--- src/rtl/spi_slave_regif.sv ---
// spi_slave_regif: SPI mode-0 slave decoding 40-bit frames into register write/read strobes.
module spi_slave_regif #(
    parameter int ADDR_W     = 7,
    parameter int RD_LATENCY = 1
) (
    input  logic              clk_clk,
    input  logic              reset_reset_n,
    input  logic              spi_sclk,
    input  logic              spi_ss_n,
    input  logic              spi_mosi,
    output logic              spi_miso,
    output logic [ADDR_W-1:0] reg_addr,
    output logic [31:0]       reg_wdata,
    output logic              reg_wr,
    output logic              reg_rd,
    input  logic [31:0]       reg_rdata,
    output logic              busy,
    output logic              frame_err
);
    typedef enum logic [2:0] {IDLE, CMD, RD_WAIT, DATA, DONE} state_t;
    state_t      state, state_nx;
    logic [1:0]  sclk_s, ss_s, mosi_s;
    logic        sclk_d, ss_d, is_rd;
    logic [5:0]  bit_cnt;
    logic [31:0] rx, tx;
    logic [1:0]  lat_cnt;
    logic        rise, fall, ss_fall, ss_rise, in_frame, shifting, last_cmd, last_data, lat_done;
    logic [7:0]  cmd_byte;

    assign rise      = sclk_s[1] & ~sclk_d;
    assign fall      = ~sclk_s[1] & sclk_d;
    assign ss_fall   = ~ss_s[1] & ss_d;
    assign ss_rise   = ss_s[1] & ~ss_d;
    assign cmd_byte  = {rx[6:0], mosi_s[1]};
    assign in_frame  = state == CMD || state == RD_WAIT || state == DATA;
    assign shifting  = (state == CMD || state == DATA) && rise;
    // ss_n rising wins over a coincident final sclk edge
    assign last_cmd  = state == CMD && rise && bit_cnt == 6'd7 && !ss_rise;
    assign last_data = state == DATA && rise && bit_cnt == 6'd39 && !ss_rise;
    assign lat_done  = state == RD_WAIT && lat_cnt == 2'(RD_LATENCY);
    assign busy      = state != IDLE;

    always_ff @(posedge clk_clk or negedge reset_reset_n)
        if (!reset_reset_n) state <= IDLE;
        else state <= state_nx;

    always_comb begin
        state_nx = state;
        state_nx = (state != IDLE && ss_rise) ? IDLE :
                   (state == IDLE && ss_fall) ? CMD :
                   last_cmd ? (cmd_byte[7] ? RD_WAIT : DATA) :
                   lat_done ? DATA :
                   last_data ? DONE : state;
    end

    // Sync flops reset to 0 so a low ss_n at reset release is not seen as a new frame start
    always_ff @(posedge clk_clk or negedge reset_reset_n) begin
        if (!reset_reset_n) begin
            sclk_s    <= '0;
            ss_s      <= '0;
            mosi_s    <= '0;
            sclk_d    <= 1'b0;
            ss_d      <= 1'b0;
            bit_cnt   <= '0;
            rx        <= '0;
            tx        <= '0;
            is_rd     <= 1'b0;
            lat_cnt   <= '0;
            spi_miso  <= 1'b0;
            reg_addr  <= '0;
            reg_wdata <= '0;
            reg_wr    <= 1'b0;
            reg_rd    <= 1'b0;
            frame_err <= 1'b0;
        end else begin
            sclk_s    <= {sclk_s[0], spi_sclk};
            ss_s      <= {ss_s[0], spi_ss_n};
            mosi_s    <= {mosi_s[0], spi_mosi};
            sclk_d    <= sclk_s[1];
            ss_d      <= ss_s[1];
            reg_wr    <= last_data && !is_rd;
            reg_rd    <= last_cmd && cmd_byte[7];
            frame_err <= in_frame && ss_rise;
            lat_cnt   <= state == RD_WAIT ? lat_cnt + 2'd1 : 2'd0;
            if (state == IDLE && ss_fall)
                bit_cnt <= '0;
            else if (shifting && bit_cnt != 6'd40)
                bit_cnt <= bit_cnt + 6'd1;
            if (shifting)
                rx <= {rx[30:0], mosi_s[1]};
            if (last_cmd) begin
                reg_addr <= cmd_byte[ADDR_W-1:0];
                is_rd    <= cmd_byte[7];
            end
            if (last_data && !is_rd)
                reg_wdata <= {rx[30:0], mosi_s[1]};
            // Bit 31 stays on MISO through the fall after the 8th rise; shifting starts after the 9th
            if (ss_rise)
                spi_miso <= 1'b0;
            else if (lat_done) begin
                tx       <= reg_rdata;
                spi_miso <= reg_rdata[31];
            end else if (state == DATA && is_rd && fall && bit_cnt > 6'd8) begin
                tx       <= {tx[30:0], 1'b0};
                spi_miso <= tx[30];
            end
        end
    end
endmodule
--- config.mk ---
export PLATFORM = sky130hd
export DESIGN_NAME = spi_slave_regif
export DESIGN_NICKNAME = d
export VERILOG_FILES = /design/src/rtl/spi_slave_regif.sv
export SDC_FILE = /design/constraint.sdc
export NUM_CORES = 1
export LEC_CHECK = 0
export ABC_CLOCK_PERIOD_IN_PS = 2000
export BUFFER_PORTS_ARGS = -buffer_cell sky130_fd_sc_hd__buf_2
export CAP_MARGIN = 20
export CORE_ASPECT_RATIO = 2
export CORE_UTILIZATION = 40
export CTS_CLUSTER_DIAMETER = 100
export DETAILED_ROUTE_END_ITERATION = 12
export REMOVE_ABC_BUFFERS = 1
export SYNTH_ARGS = -nofsm -noshare
export SYNTH_HDL_FRONTEND = slang
export SYNTH_SLANG_ARGS = --single-unit
--- constraint.sdc ---
create_clock -name clk_clk -period 2 [get_ports clk_clk]
set_input_delay 0.4 -clock clk_clk [delete_from_list [all_inputs] [get_ports clk_clk]]
set_output_delay 0.4 -clock clk_clk [all_outputs]
set_load 0.005 [all_outputs]
### Yosys cells after proc, flatten, opt, wreduce, memory -nomap -nowiden

Index checks and enable logic that the tools add are counted.

* bits of input ports: 37
* word-level logic and storage cells: 79
* register bits after elaboration: 125

* equality and inequality tests: 7
* reductions and logical operators: 29
* bitwise gates (word level): 9
* add/sub/neg operators: 2
* mux-type cells: 14
* $lt $le $gt $ge: 1

Operators by type and width (count)
* two-way mux 31 bit: 2
* logical AND 1 bit: 17
* two-way mux 3 bit: 5
* two-way mux 6 bit: 2
* adder 6 x 1 -> 6 bit (second input constant): 1
* equality test 3 x 2 -> 1 bit (second input constant): 2
* equality test 6 x 3 -> 1 bit (second input constant): 1
* equality test 6 bit (second input constant): 1
* > comparator 6 x 4 -> 1 bit (second input constant): 1
* inequality test 6 bit (second input constant): 1
* nonzero test 3 bit: 2
* inverter 1 bit: 5
* nonzero test 5 bit: 1
* bitwise AND 1 bit: 4
* two-way mux 1 bit: 4
* nonzero test 2 bit: 2
* equality test 3 x 1 -> 1 bit (second input constant): 1
* logical NOT 3 bit: 1
* logical OR 1 bit: 3
* adder 2 x 1 -> 2 bit (second input constant): 1
* equality test 2 x 1 -> 1 bit (second input constant): 1
* logical NOT 1 bit: 2
* two-way mux 2 bit: 1
* AND reduction 2 bit: 1

### Longest topological paths before layout

* depth after elaboration: 10
* gate-level depth with buffers: 8

### Least setup slack after synthesis

OpenSTA, ideal clock, no wires.

* path kind: register to register
* start point: register bit_cnt[0]
* end point: register reg_wdata[0]
* arrival: 1.737 ns
* setup slack: 0.138 ns
* path buffers: 3
* period minus slack after synthesis: 1.862 ns
* cell stages (with the launch flop): 9
* data required time: 1.875 ns
* cells stage by stage: dfrtp_1 ha_1 and2_1 and4_1 buf_6 and4b_1 buf_6 buf_6 mux2_4

* longest elaborated chain between the ends: 4

RTL lines
* start, declared: RTL line 24 `logic [5:0] bit_cnt;`
* start signal, assigned: RTL line 88 `bit_cnt <= bit_cnt + 6'd1;`
* equality test 6 bit: RTL line 39 `assign last_data = state == DATA && rise && bit_cnt == 6'd39 && !ss_rise;`
* logical AND 1 bit (2 in a row): RTL line 39
* logical AND 1 bit: RTL line 95 `if (last_data && !is_rd)`
* end signal, assigned: RTL line 96 `reg_wdata <= {rx[30:0], mosi_s[1]};`
* end, declared: RTL line 13 `output logic [31:0] reg_wdata,`

No other way between the ends.
A chain may end at the register's enable or synchronous reset.

### Worst setup path after layout

* start point: register state[1]
* end point: output busy

* longest elaborated chain between the ends: 1

RTL lines
* start, declared: RTL line 21 `state_t state, state_nx;`
* start signal, assigned: RTL line 45 `else state <= state_nx;`
* nonzero test 3 bit: RTL line 41 `assign busy = state != IDLE;`
* end, declared: RTL line 17 `output logic busy,`

No other way between the ends.

==> results.toml <==
[sta]
post-route-period-util_pct = 96.0
min_period_ps = 1920
drv_slew = 0
tightest_slew_ps = 474
rsz0062_at_grt = "no"
finClkSkew_ps = 8.68
setup_violations = 0
finalHoldViolations = 0
max_freq_mhz = 521
slew_headroom_pct = 68.4
layout_setup_ws_ps = 79.9

[run]
maxCapViolCount = 0

[logic_synthesis]
synth_area_um2 = 5280
synth_top_cell_area_share_pct = 59.2
synth_common_cells = "dfrtp_1 (125), mux2_2 (100), mux2_4 (29)"
synth_top_family_by_area = "multiplexers"
ys_types = 36
synthAdderAreaFrac_pct = 0.710
synth-main-ff-cell = "dfrtp_1"
synth.most_common_cell = "dfrtp_1"
synth-seq-area-share_pct = 59.2
syn_area_per_cell_um2 = 15.1
synth_enable_flop_cells = 0
synth-simple-area-share_pct = 4.81
ys_seq_elements = 125
async_flop_share_pct = 100
synthMuxAreaShare_pct = 29.7
synth_top_area_cell = "dfrtp_1"
synth_xor_area_share_pct = 0.995
synth-compound-area-share_pct = 1.89
synthCells = 350
yosys_warnings = 0
synth_area_leaders = "dfrtp_1 (59%), mux2_2 (21%), mux2_4 (8.2%)"

[critical_path]
cp-end-kind = "output port"
crit_chain = "buf_4 -> or3_1 -> buf_2"
crit_required_ps = 1600
cp-start-kind = "flop"
arrival_ps = 1520
critical_path_buf_inv_count = 2
rrSetupSlack_ps = 80
crit_family = "simple AND/OR/NAND/NOR gates"
cpPeakStageDelay_ps = 410
worstSetupPathType = "reg -> out"
crit_slowest_cell = "or3_1"
critical_path.max_fanout = 11

[worst_hold_path]
worstHoldPathType = "in -> reg"

[drt]
drtIter0Drc = 77
vias = 3108
wl_per_cell_um = 16.4
routed_wl_um = 10100
first_pass_iters = 4
postRouteAntennaNets = 0
viasPerCell = 5.02
drc = 0

[cts]
clockBufferDepth = 2
cts_tree = "yes"
cts_root_buf = "clkbuf_16"
cts_max_level = 4
cts-buffers-inserted = 17
cts.sinks = 125
insertion_delay_ps = 410
clk_pin_slew_ps = 60

[grt]
grt_max_degree = 50
grt_pass1_vias = 3342
globalRouteOverflowTotal = 0
track_usage_pct = 15.4
grt_pass1_wl_um = 16500
antenna_found_initial = 0

[die]
initial_core_util_pct = 40.9
die_x_um = 83.3
boundaryPins = 81
rows = 59
core_um2 = 12900
die_h_um = 165
die_area_um2 = 13700

[final_layout]
utilization_pct = 51.9
nNetsFinal = 494
final_area_um2 = 6700
drive_gt1_share_pct = 57.6
antenna_cells = 0
syn_to_final_growth_pct = 26.9

[placed_design]
dp_slack_ps = 91.3
dpl_cell_area_um2 = 5970
gp_congestion = 0.722
numPortBuffers = 80
place_hpwl_um = 6460

[power]
p_leak_nw = 3.45
powerDensity_nw_per_um2 = 908
ir_drop_uv = 573

[outcome]
outcome = "completed"
==> cell type report <==
type	count	area, µm²
fillers	1098	6210
clock buffers	21	470
repair buffers	103	717
multi-input cells	201	2040
inverters	6	22.5
well taps	152	190
clock inverters	11	134
flip-flops and latches	125	3130
==> sequential cells by signal, summed over array words and instances (netlist names) <==
name       count
bit_cnt        6
frame_err      1
is_rd          1
lat_cnt        2
mosi_s         2
reg_addr       7
reg_rd         1
reg_wdata     32
reg_wr         1
rx            31
sclk_d         1
sclk_s         2
spi_miso       1
ss_d           1
ss_s           2
state          3
tx            31
==> worst paths after layout <==
| path | startpoint | endpoint | cells after the start |
|---|---|---|---|
| worst max register to register | state[2]$_DFFE_PN0P_ | reg_wdata[21]$_DFFE_PN0P_ | 5 |
| worst max-delay path | state[1]$_DFFE_PN0P_ | busy | 3 |
| worst min register to register | mosi_s[0]$_DFF_PN0_ | mosi_s[1]$_DFF_PN0_ | 0 |
| max in group asynchronous | reset_reset_n | sclk_s[1]$_DFF_PN0_ | 3 |
| worst min-delay path | spi_mosi | mosi_s[0]$_DFF_PN0_ | 1 |
| min in group asynchronous | reset_reset_n | reg_wdata[1]$_DFFE_PN0P_ | 2 |
==> timing repair <==
action | CTS | global route
endpoints found under the hold margin | 21 | 0
setup endpoints to repair | 0 | 22
setup buffers | 0 | 3
hold buffers | 1 | 0
gates resized for setup | 0 | 3
==> where the power goes <==
part           internal (mW)  leakage [nW]  switching [mW]  total, mW
combinational          0.150          1.44           0.150      0.300
sequential              2.62          1.71          0.0828       2.70
clock                   1.95         0.294            1.14       3.09
total                   4.72          3.45            1.37       6.09
==> kinds of logic (layout without fill, tap and decap cells) <==
kind of cell | Yosys count | count (layout)
compound gates | 15 | 15
xor+xnor | 6 | 6
fa+ha+maj | 3 | 3
buf+inv | 24 | 141
flops | 125 | 125
mux | 130 | 130
simple gates | 47 | 47
==> placed cells by master (no fill, tap or decap), types with 3 or more instances in the layout <==
cell       instances
clkbuf_8           3
buf_2             79
xor2_1             4
nand3_1            5
nand2_1            7
clkinv_4           5
nor2_1            14
buf_4             12
clkbuf_16         19
mux2_2           100
ha_1               3
buf_12             8
nor3_1             4
mux2_4            29
o21ai_0            6
dfrtp_1          125
inv_1              6
==> per-stage QoR <==
step	cells	total power [mW]	hold WS, ps	setup TNS (ps)
CTS	613	6.14	78.4	0
floorplan	332	2.87	104	-92490
global route	619	6.31	76.4	0
finish	619	6.09	91.8	0
global placement	580	3.01	329	0
detailed placement	580	3.03	333	0
==> layer usage <==
layer	up-vias	routed length [µm]	GRT usage (%)
met3	15	383	4.70
met2	67	5520	26.8
met4	0	214	7.29
li1	1445	-	-
met1	1581	4010	17.3
met5	-	0	0
(Power assumes the default switching activity.)
